[src/rtl/control_lectura_if.sv]
// Handshake and data bundle between the barcode read controller and its host/serial source.
interface control_lectura_if;
  logic        START;
  logic        SDI;
  logic        SVALID;
  logic        ACK;
  logic [11:0] L;
  logic        EN;
  logic        RCLR;
  logic        BUSY;
  logic        DONE;
  logic        ERR;
  logic [3:0]  CNT;

  modport master (
    output START, SDI, SVALID, ACK,
    input  L, EN, RCLR, BUSY, DONE, ERR, CNT
  );

  modport slave (
    input  START, SDI, SVALID, ACK,
    output L, EN, RCLR, BUSY, DONE, ERR, CNT
  );
endinterface

[src/rtl/control_lectura.sv]
// Serial barcode reader: shifts in a 12-bit word MSB first, validates day/month,
// and pulses a load enable to the word register, or a clear pulse on error.
module control_lectura #(
  parameter int unsigned TIMEOUT = 255
) (
  input  logic              CLK,
  input  logic              CLR,
  control_lectura_if.slave  bus
);

  typedef enum logic [2:0] {
    IDLE,
    SHIFT,
    CHECK,
    LOAD,
    WAIT_ACK
  } state_t;

  state_t      state_q;
  logic [11:0] shreg_q;
  logic [3:0]  cnt_q;
  logic [7:0]  timer_q;
  logic        en_q;
  logic        rclr_q;
  logic        busy_q;
  logic        done_q;
  logic        err_q;

  logic [4:0]  day;
  logic [3:0]  month;
  logic        word_ok;
  logic        timer_hit;

  assign day       = shreg_q[4:0];
  assign month     = shreg_q[8:5];
  assign word_ok   = (day != 5'd0) && (month != 4'd0) && (month <= 4'd12);
  assign timer_hit = ({1'b0, timer_q} + 9'd1) == 9'(TIMEOUT);

  // Outputs are registered: each flag is set on the edge that enters the state
  // it belongs to, so EN/RCLR/DONE/BUSY line up exactly with the state register.
  always_ff @(posedge CLK or negedge CLR) begin
    if (!CLR) begin
      state_q <= IDLE;
      shreg_q <= '0;
      cnt_q   <= '0;
      timer_q <= '0;
      en_q    <= 1'b0;
      rclr_q  <= 1'b1;
      busy_q  <= 1'b0;
      done_q  <= 1'b0;
      err_q   <= 1'b0;
    end else begin
      en_q   <= 1'b0;
      rclr_q <= 1'b1;
      unique case (state_q)
        IDLE: begin
          if (bus.START) begin
            state_q <= SHIFT;
            shreg_q <= '0;
            cnt_q   <= '0;
            timer_q <= '0;
            err_q   <= 1'b0;
            busy_q  <= 1'b1;
          end
        end
        SHIFT: begin
          if (bus.SVALID) begin
            shreg_q <= {shreg_q[10:0], bus.SDI};
            cnt_q   <= cnt_q + 4'd1;
            timer_q <= '0;
            if (cnt_q == 4'd11) begin
              state_q <= CHECK;
            end
          end else if (timer_hit) begin
            state_q <= IDLE;
            err_q   <= 1'b1;
            rclr_q  <= 1'b0;
            busy_q  <= 1'b0;
          end else begin
            timer_q <= timer_q + 8'd1;
          end
        end
        CHECK: begin
          if (word_ok) begin
            state_q <= LOAD;
            en_q    <= 1'b1;
          end else begin
            state_q <= IDLE;
            err_q   <= 1'b1;
            rclr_q  <= 1'b0;
            busy_q  <= 1'b0;
          end
        end
        LOAD: begin
          state_q <= WAIT_ACK;
          done_q  <= 1'b1;
        end
        WAIT_ACK: begin
          if (bus.ACK) begin
            state_q <= IDLE;
            done_q  <= 1'b0;
            busy_q  <= 1'b0;
          end
        end
        default: begin
          state_q <= IDLE;
          busy_q  <= 1'b0;
          done_q  <= 1'b0;
        end
      endcase
    end
  end

  assign bus.L    = shreg_q;
  assign bus.EN   = en_q;
  assign bus.RCLR = rclr_q;
  assign bus.BUSY = busy_q;
  assign bus.DONE = done_q;
  assign bus.ERR  = err_q;
  assign bus.CNT  = cnt_q;

endmodule

[src/flat_wrapper.sv]
// flat-port wrapper written by rule: the top's interface ports become plain ports
module control_lectura_flat 
#(
  parameter int unsigned TIMEOUT = 255
)
  (CLK, CLR, bus_START, bus_SDI, bus_SVALID, bus_ACK, bus_L, bus_EN, bus_RCLR, bus_BUSY, bus_DONE, bus_ERR, bus_CNT);
  control_lectura_if bus_i ();
  input  logic CLK;
  input  logic CLR;
  input wire logic [$bits(bus_i.START)-1:0] bus_START;
  input wire logic [$bits(bus_i.SDI)-1:0] bus_SDI;
  input wire logic [$bits(bus_i.SVALID)-1:0] bus_SVALID;
  input wire logic [$bits(bus_i.ACK)-1:0] bus_ACK;
  output wire logic [$bits(bus_i.L)-1:0] bus_L;
  output wire logic [$bits(bus_i.EN)-1:0] bus_EN;
  output wire logic [$bits(bus_i.RCLR)-1:0] bus_RCLR;
  output wire logic [$bits(bus_i.BUSY)-1:0] bus_BUSY;
  output wire logic [$bits(bus_i.DONE)-1:0] bus_DONE;
  output wire logic [$bits(bus_i.ERR)-1:0] bus_ERR;
  output wire logic [$bits(bus_i.CNT)-1:0] bus_CNT;
  assign bus_i.START = bus_START;
  assign bus_i.SDI = bus_SDI;
  assign bus_i.SVALID = bus_SVALID;
  assign bus_i.ACK = bus_ACK;
  assign bus_L = bus_i.L;
  assign bus_EN = bus_i.EN;
  assign bus_RCLR = bus_i.RCLR;
  assign bus_BUSY = bus_i.BUSY;
  assign bus_DONE = bus_i.DONE;
  assign bus_ERR = bus_i.ERR;
  assign bus_CNT = bus_i.CNT;
  control_lectura #(.TIMEOUT(TIMEOUT)) u_core (.CLK(CLK), .CLR(CLR), .bus(bus_i));
endmodule
[config.mk]
export PLATFORM = sky130hd
export DESIGN_NAME = control_lectura_flat
export DESIGN_NICKNAME = d
export VERILOG_FILES = /design/src/rtl/control_lectura_if.sv /design/src/rtl/control_lectura.sv /design/src/flat_wrapper.sv
export SDC_FILE = /design/constraint.sdc
export NUM_CORES = 1
export LEC_CHECK = 0
export CAP_MARGIN = 10
export CORE_MARGIN = 2
export CORE_UTILIZATION = 56
export CTS_CLUSTER_DIAMETER = 30
export DETAILED_ROUTE_END_ITERATION = 10
export GPL_TIMING_DRIVEN = 0
export PLACE_DENSITY = 0.88
export SYNTH_ARGS = -nofsm -noshare
export SYNTH_HDL_FRONTEND = slang
export SYNTH_SLANG_ARGS = --single-unit
[constraint.sdc]
create_clock -name CLK -period 5.6 [get_ports CLK]
set_input_delay 1.12 -clock CLK [delete_from_list [all_inputs] [get_ports CLK]]
set_output_delay 1.12 -clock CLK [all_outputs]
set_load 0.1 [all_outputs]
---- Yosys cells after proc, flatten, opt, wreduce, memory -nomap -nowiden ----
Index checks and enable logic that the tools add are counted.
storage, ports and cells
  logic and storage cells ................. 78
  flip-flop bits (word level) ............. 32
  output and inout port bits .............. 21
cells by class
  reductions and logical operators ........ 14
  muxes and demuxes ....................... 34
  add/sub/neg operators ................... 3
  $lt $le $gt $ge ......................... 1
  equality and inequality tests ........... 15
  bitwise gates (word level) .............. 2
operator list
  operator             number
  $mux 12              2
  $mux 8               3
  $pmux 12 s2          1
  $pmux 8 s2           1
  $mux 3               5
  $pmux 3 s5           1
  $mux 1               13
  $ne 2x2->1 const B   5
  $add 8x1->9 const B  1
  $eq 9x8->1 const B   1
  $add 8x1->8 const B  1
  $mux 4               2
  $pmux 4 s2           1
  $eq 3x2->1 const B   2
  $ne 3x2->1 const B   2
  $pmux 1 s3           2
  $reduce_and 3->1     2
  $reduce_and 6->1     1
  $pmux 1 s5           1
  $reduce_and 5->1     1
  $reduce_bool 5->1    1
  $add 4x1->4 const B  1
  $eq 4x4->1 const B   1
  $le 4x4->1 const B   1
  15 further kinds     17

---- Longest topological paths before layout ----
  depth in word-level cells ............... 5
  gate-level depth with buffers ........... 7
  depth with buffers taken out ............ 7

---- Worst setup path before layout ----
Ideal clock, no wire load.
  path type ............................... input to register
  start point ............................. input bus_START
  end point ............................... register u_core.shreg_q[6] (netlist: u_core.bus.L[6])
  slack ................................... 3.319 ns
  data arrival time ....................... 2.158 ns
  cell stages on the path ................. 6
  required time ........................... 5.477 ns
  path through ............................ nand2_1 nor2_1 clkbuf_1 nor2_1 clkbuf_1 a22o_1
on the way
  cells in the longest elaborated chain, start to end .. 2
ends and longest elaborated chain
  what                        RTL line               RTL
  start: declaration          flat_wrapper.sv:10     input wire logic [$bits(bus_i.START)-1:0] bus_START;
  $ne 2x2->1 (no line)        -
  $reduce_and 3->1 (no line)  -
  end signal: assignment      control_lectura.sv:68  shreg_q <= {shreg_q[10:0], bus.SDI};
  end: declaration            control_lectura.sv:20  logic [11:0] shreg_q;
Every way passes these cells.
A chain may end at the register's enable or synchronous reset.

---- Final worst setup path ----
  start point ............................. register u_core.rclr_q (netlist: u_core.bus.RCLR)
  end point ............................... output bus_RCLR
RTL lines
  what                      RTL line               RTL
  start: declaration        control_lectura.sv:24  logic rclr_q;
  start signal: assignment  control_lectura.sv:48  rclr_q <= 1'b1;
  start signal: assignment  control_lectura.sv:54  rclr_q <= 1'b1;
  start signal: assignment  control_lectura.sv:77  rclr_q <= 1'b0;
  end: declaration          flat_wrapper.sv:16     output wire logic [$bits(bus_i.RCLR)-1:0] bus_RCLR;
No word-level cell between the ends.

==> impl_results.md <==
* Row count at 19
* Crit-path cells: clkdlybuf4s50_1
* Ports at 27
* Hold WC Path Type: reg2reg
* Largest net degree at the start of global routing at 23
* Bufs and invs on worst path at 1
* DR WL/cell at 16.1 µm
* Crit end category: output pin
* First-pass DRT Iterations at 4
* Core area at 0.00271 mm²
* Hold buffers post-CTS at 0
* RePlAce Congestion at 0.903
* Top FF cell, synth: dfrtp_1
* Post-route minimum period at 3.11 ns
* Yosys top cell area share at 49.3%
* Port bufs at 26
* EDFF count, synth at 0
* Syn Nets at 153
* CP top delay family: buffers and inverters
* TritonCTS Buffers at 5
* Peak Freq at 322 MHz
* Worst EP arrival at 1.99 ns
* Initial drt markers at 64
* Post-synthesis instance total at 144
* WHS at 0.524 ns
* Setup TNS at 0 ns
* Grt total ovfl at 0
* Type of the worst setup path: reg2out
* Vias in the first global route at 1237
* Sink Count at 32
* Met2 wire len at 1630 µm
* Clock buffer depth at 2
* Root Buffer: clkbuf_4
* Outcome: finished clean
* Max cap viols at 0
* Synth async-reset ratio at 100%
* RSZ-0062 raised after global routing: false
* Reg2Reg Depth at 7
* Crit-path max FO at 1
* Die area at 0.00325 mm²
* Final Cycle Share at 55.5%
* Required @ worst endpoint at 4.48 ns
* Die Y at 57.0 µm
* Reg clk slew, reported paths at 0.10 ns
* Die width at 57.0 µm
* Hold Crit Depth at 1
* Syn_area_per_cell at 10.9 µm²
* CTS resizes at 0
* CTS tree: done
* Total GRT Usage at 23.2%
* Dominant cells by area after synthesis: dfrtp_1, a22o_1, nor2_1
* Slew Viols, Final at 0
* Final Hold Vio Count at 0
* Placed insts at 202
* Residual DRC at 0
* Startpoint types: register
* Post-Route M1 WL at 1490 µm
* Layout cells sized above 1 at 10.6%
* FF+latch count, synth at 32
* Post-CTS setup buffer count at 0
* Post-synthesis sequential area ratio at 51.0%
* Critical Path Max Stage Delay at 1.12 ns
* Layout area overhead at 25.6%
* Setup Skew at 0.0102 ns
* Slack of the worst reg-to-reg path at 3.39 ns
* DPL Wire Length at 2390 µm
* Setup violations, final at 0
* Later-pin clock latency in the skew report at 0.34 ns
* Worst Hold Path EP: u_core.bus.L[11]$_DFFE_PN0P_
* Post-DRT Antenna Nets at 0
* H-Tree Depth at 2
* Layout Nets at 187
* Utilization after layout at 72.9%
* Actual slew at the worst max-slew pin at 0.986 ns
* Initial Utilization at 58.1%
* CP max-delay cell: clkdlybuf4s50_1
* Slew margin rel. at 34.1%
* Initial antenna violation count at 0
* Unique masters post-synth at 44
* DR top layer: met4
* Post-synthesis cell type with the largest combined area: dfrtp_1
* Critical R2R Launch: u_core.timer_q[0]$_DFFE_PN0P_
* YS warnings at 0
* Total routed wirelength at 3380 µm
* Diodes inserted at 0
* Vias per cell at 6.26
* Synthesized cell area at 0.00157 mm²
* Hold Path Origin: u_core.bus.L[11]$_DFFE_PN0P_
* Worst r2r dst: u_core.timer_q[0]$_DFFE_PN0P_
* Final cell count without fillers at 210
* DR WL met3 at 198 µm
* First-pass GRT wire length at 5760 µm
* Vias at 1314
-- registers in the layout (all words and copies together) (netlist names) --
signal           flops
u_core.bus.EN        1
u_core.state_q       3
u_core.bus.ERR       1
u_core.bus.CNT       4
u_core.bus.L        12
u_core.bus.DONE      1
u_core.bus.BUSY      1
u_core.timer_q       8
u_core.bus.RCLR      1
-- cell usage after synthesis, types with 3 or more instances --
cell type / instances
clkbuf_1: 4
nor3_1: 3
dfrtp_1: 31
xnor2_1: 5
nor2_1: 13
a21oi_1: 5
a22o_1: 15
ha_1: 3
o2bb2ai_1: 3
o21ai_0: 3
inv_1: 3
nand2_1: 10
nand3_1: 5
-- metrics by stage --
stage               worst slack (ns)  area, µm²
floorplan                       3.32       1570
global placement                2.57       1870
detailed placement              2.56       1900
CTS                             2.49       1980
global route                    2.46       1980
finish                          2.49       1980
-- metal layers --
metal	GRT usage (%)	vias up
li1	-	607
met1	30.5	656
met2	35.8	45
met3	8.16	6
met4	8.31	0
met5	0	-
-- final cells by class --
cell class	count	area (µm²)
Multi-Input combinational cell	102	732
Clock buffer	6	41.3
Fill cell	196	733
Sequential cell	32	802
Inverter	3	11.3
Timing Repair Buffer	27	288
Buffer	7	28.8
Clock inverter	2	35.0
Tap cell	31	38.8
-- worst max-delay path by stage --
| stage | cells after the start | slack (ns) | endpoint | start |
|---|---|---|---|---|
| 2_1_floorplan | 6 | 3.32 | u_core.bus.L[6]$_DFFE_PN0P_ | bus_START |
| 3_3_place_gp | 7 | 2.57 | u_core.bus.L[10]$_DFFE_PN0P_ | bus_START |
| 3_5_place_dp | 7 | 2.56 | u_core.bus.L[1]$_DFFE_PN0P_ | bus_START |
| 4_1_cts | 1 | 2.49 | bus_RCLR | u_core.bus.RCLR$_DFF_PN1_ |
| 5_1_grt | 1 | 2.46 | bus_RCLR | u_core.bus.RCLR$_DFF_PN1_ |
| 6_report | 1 | 2.49 | bus_RCLR | u_core.bus.RCLR$_DFF_PN1_ |
-- kinds of logic after synthesis --
family / Yosys count / synth area share (%)
AND/OR/NAND/NOR: 49 / 17.0
AO/OA/AOI/OAI: 41 / 21.1
flip-flops: 32 / 51.0
buffers and inverters: 10 / 2.54
XOR/XNOR: 6 / 3.34
multiplexers: 3 / 2.62
adder cells (fa/ha/maj): 3 / 2.38
-- cells in the final DEF, fill, tap and decap left out, drive strengths merged, types with 2 or more instances in the layout --
cell type / count
dfrtp: 31
clkdlybuf4s50: 26
a22o: 15
nor2: 13
nand2: 10
clkbuf: 10
a21oi: 6
nand3: 5
xnor2: 5
nor3: 4
buf: 4
inv: 3
o21ai: 3
o2bb2ai: 3
ha: 3
mux2: 3
or4: 2
and3: 2
nand4b: 2
a41o: 2
o31ai: 2
a21o: 2
o32ai: 2
nand4: 2
a31oi: 2
Power is left out: the tool's default activity adds up to more than one toggle a clock period on the data nets, which glitch-free logic cannot reach.
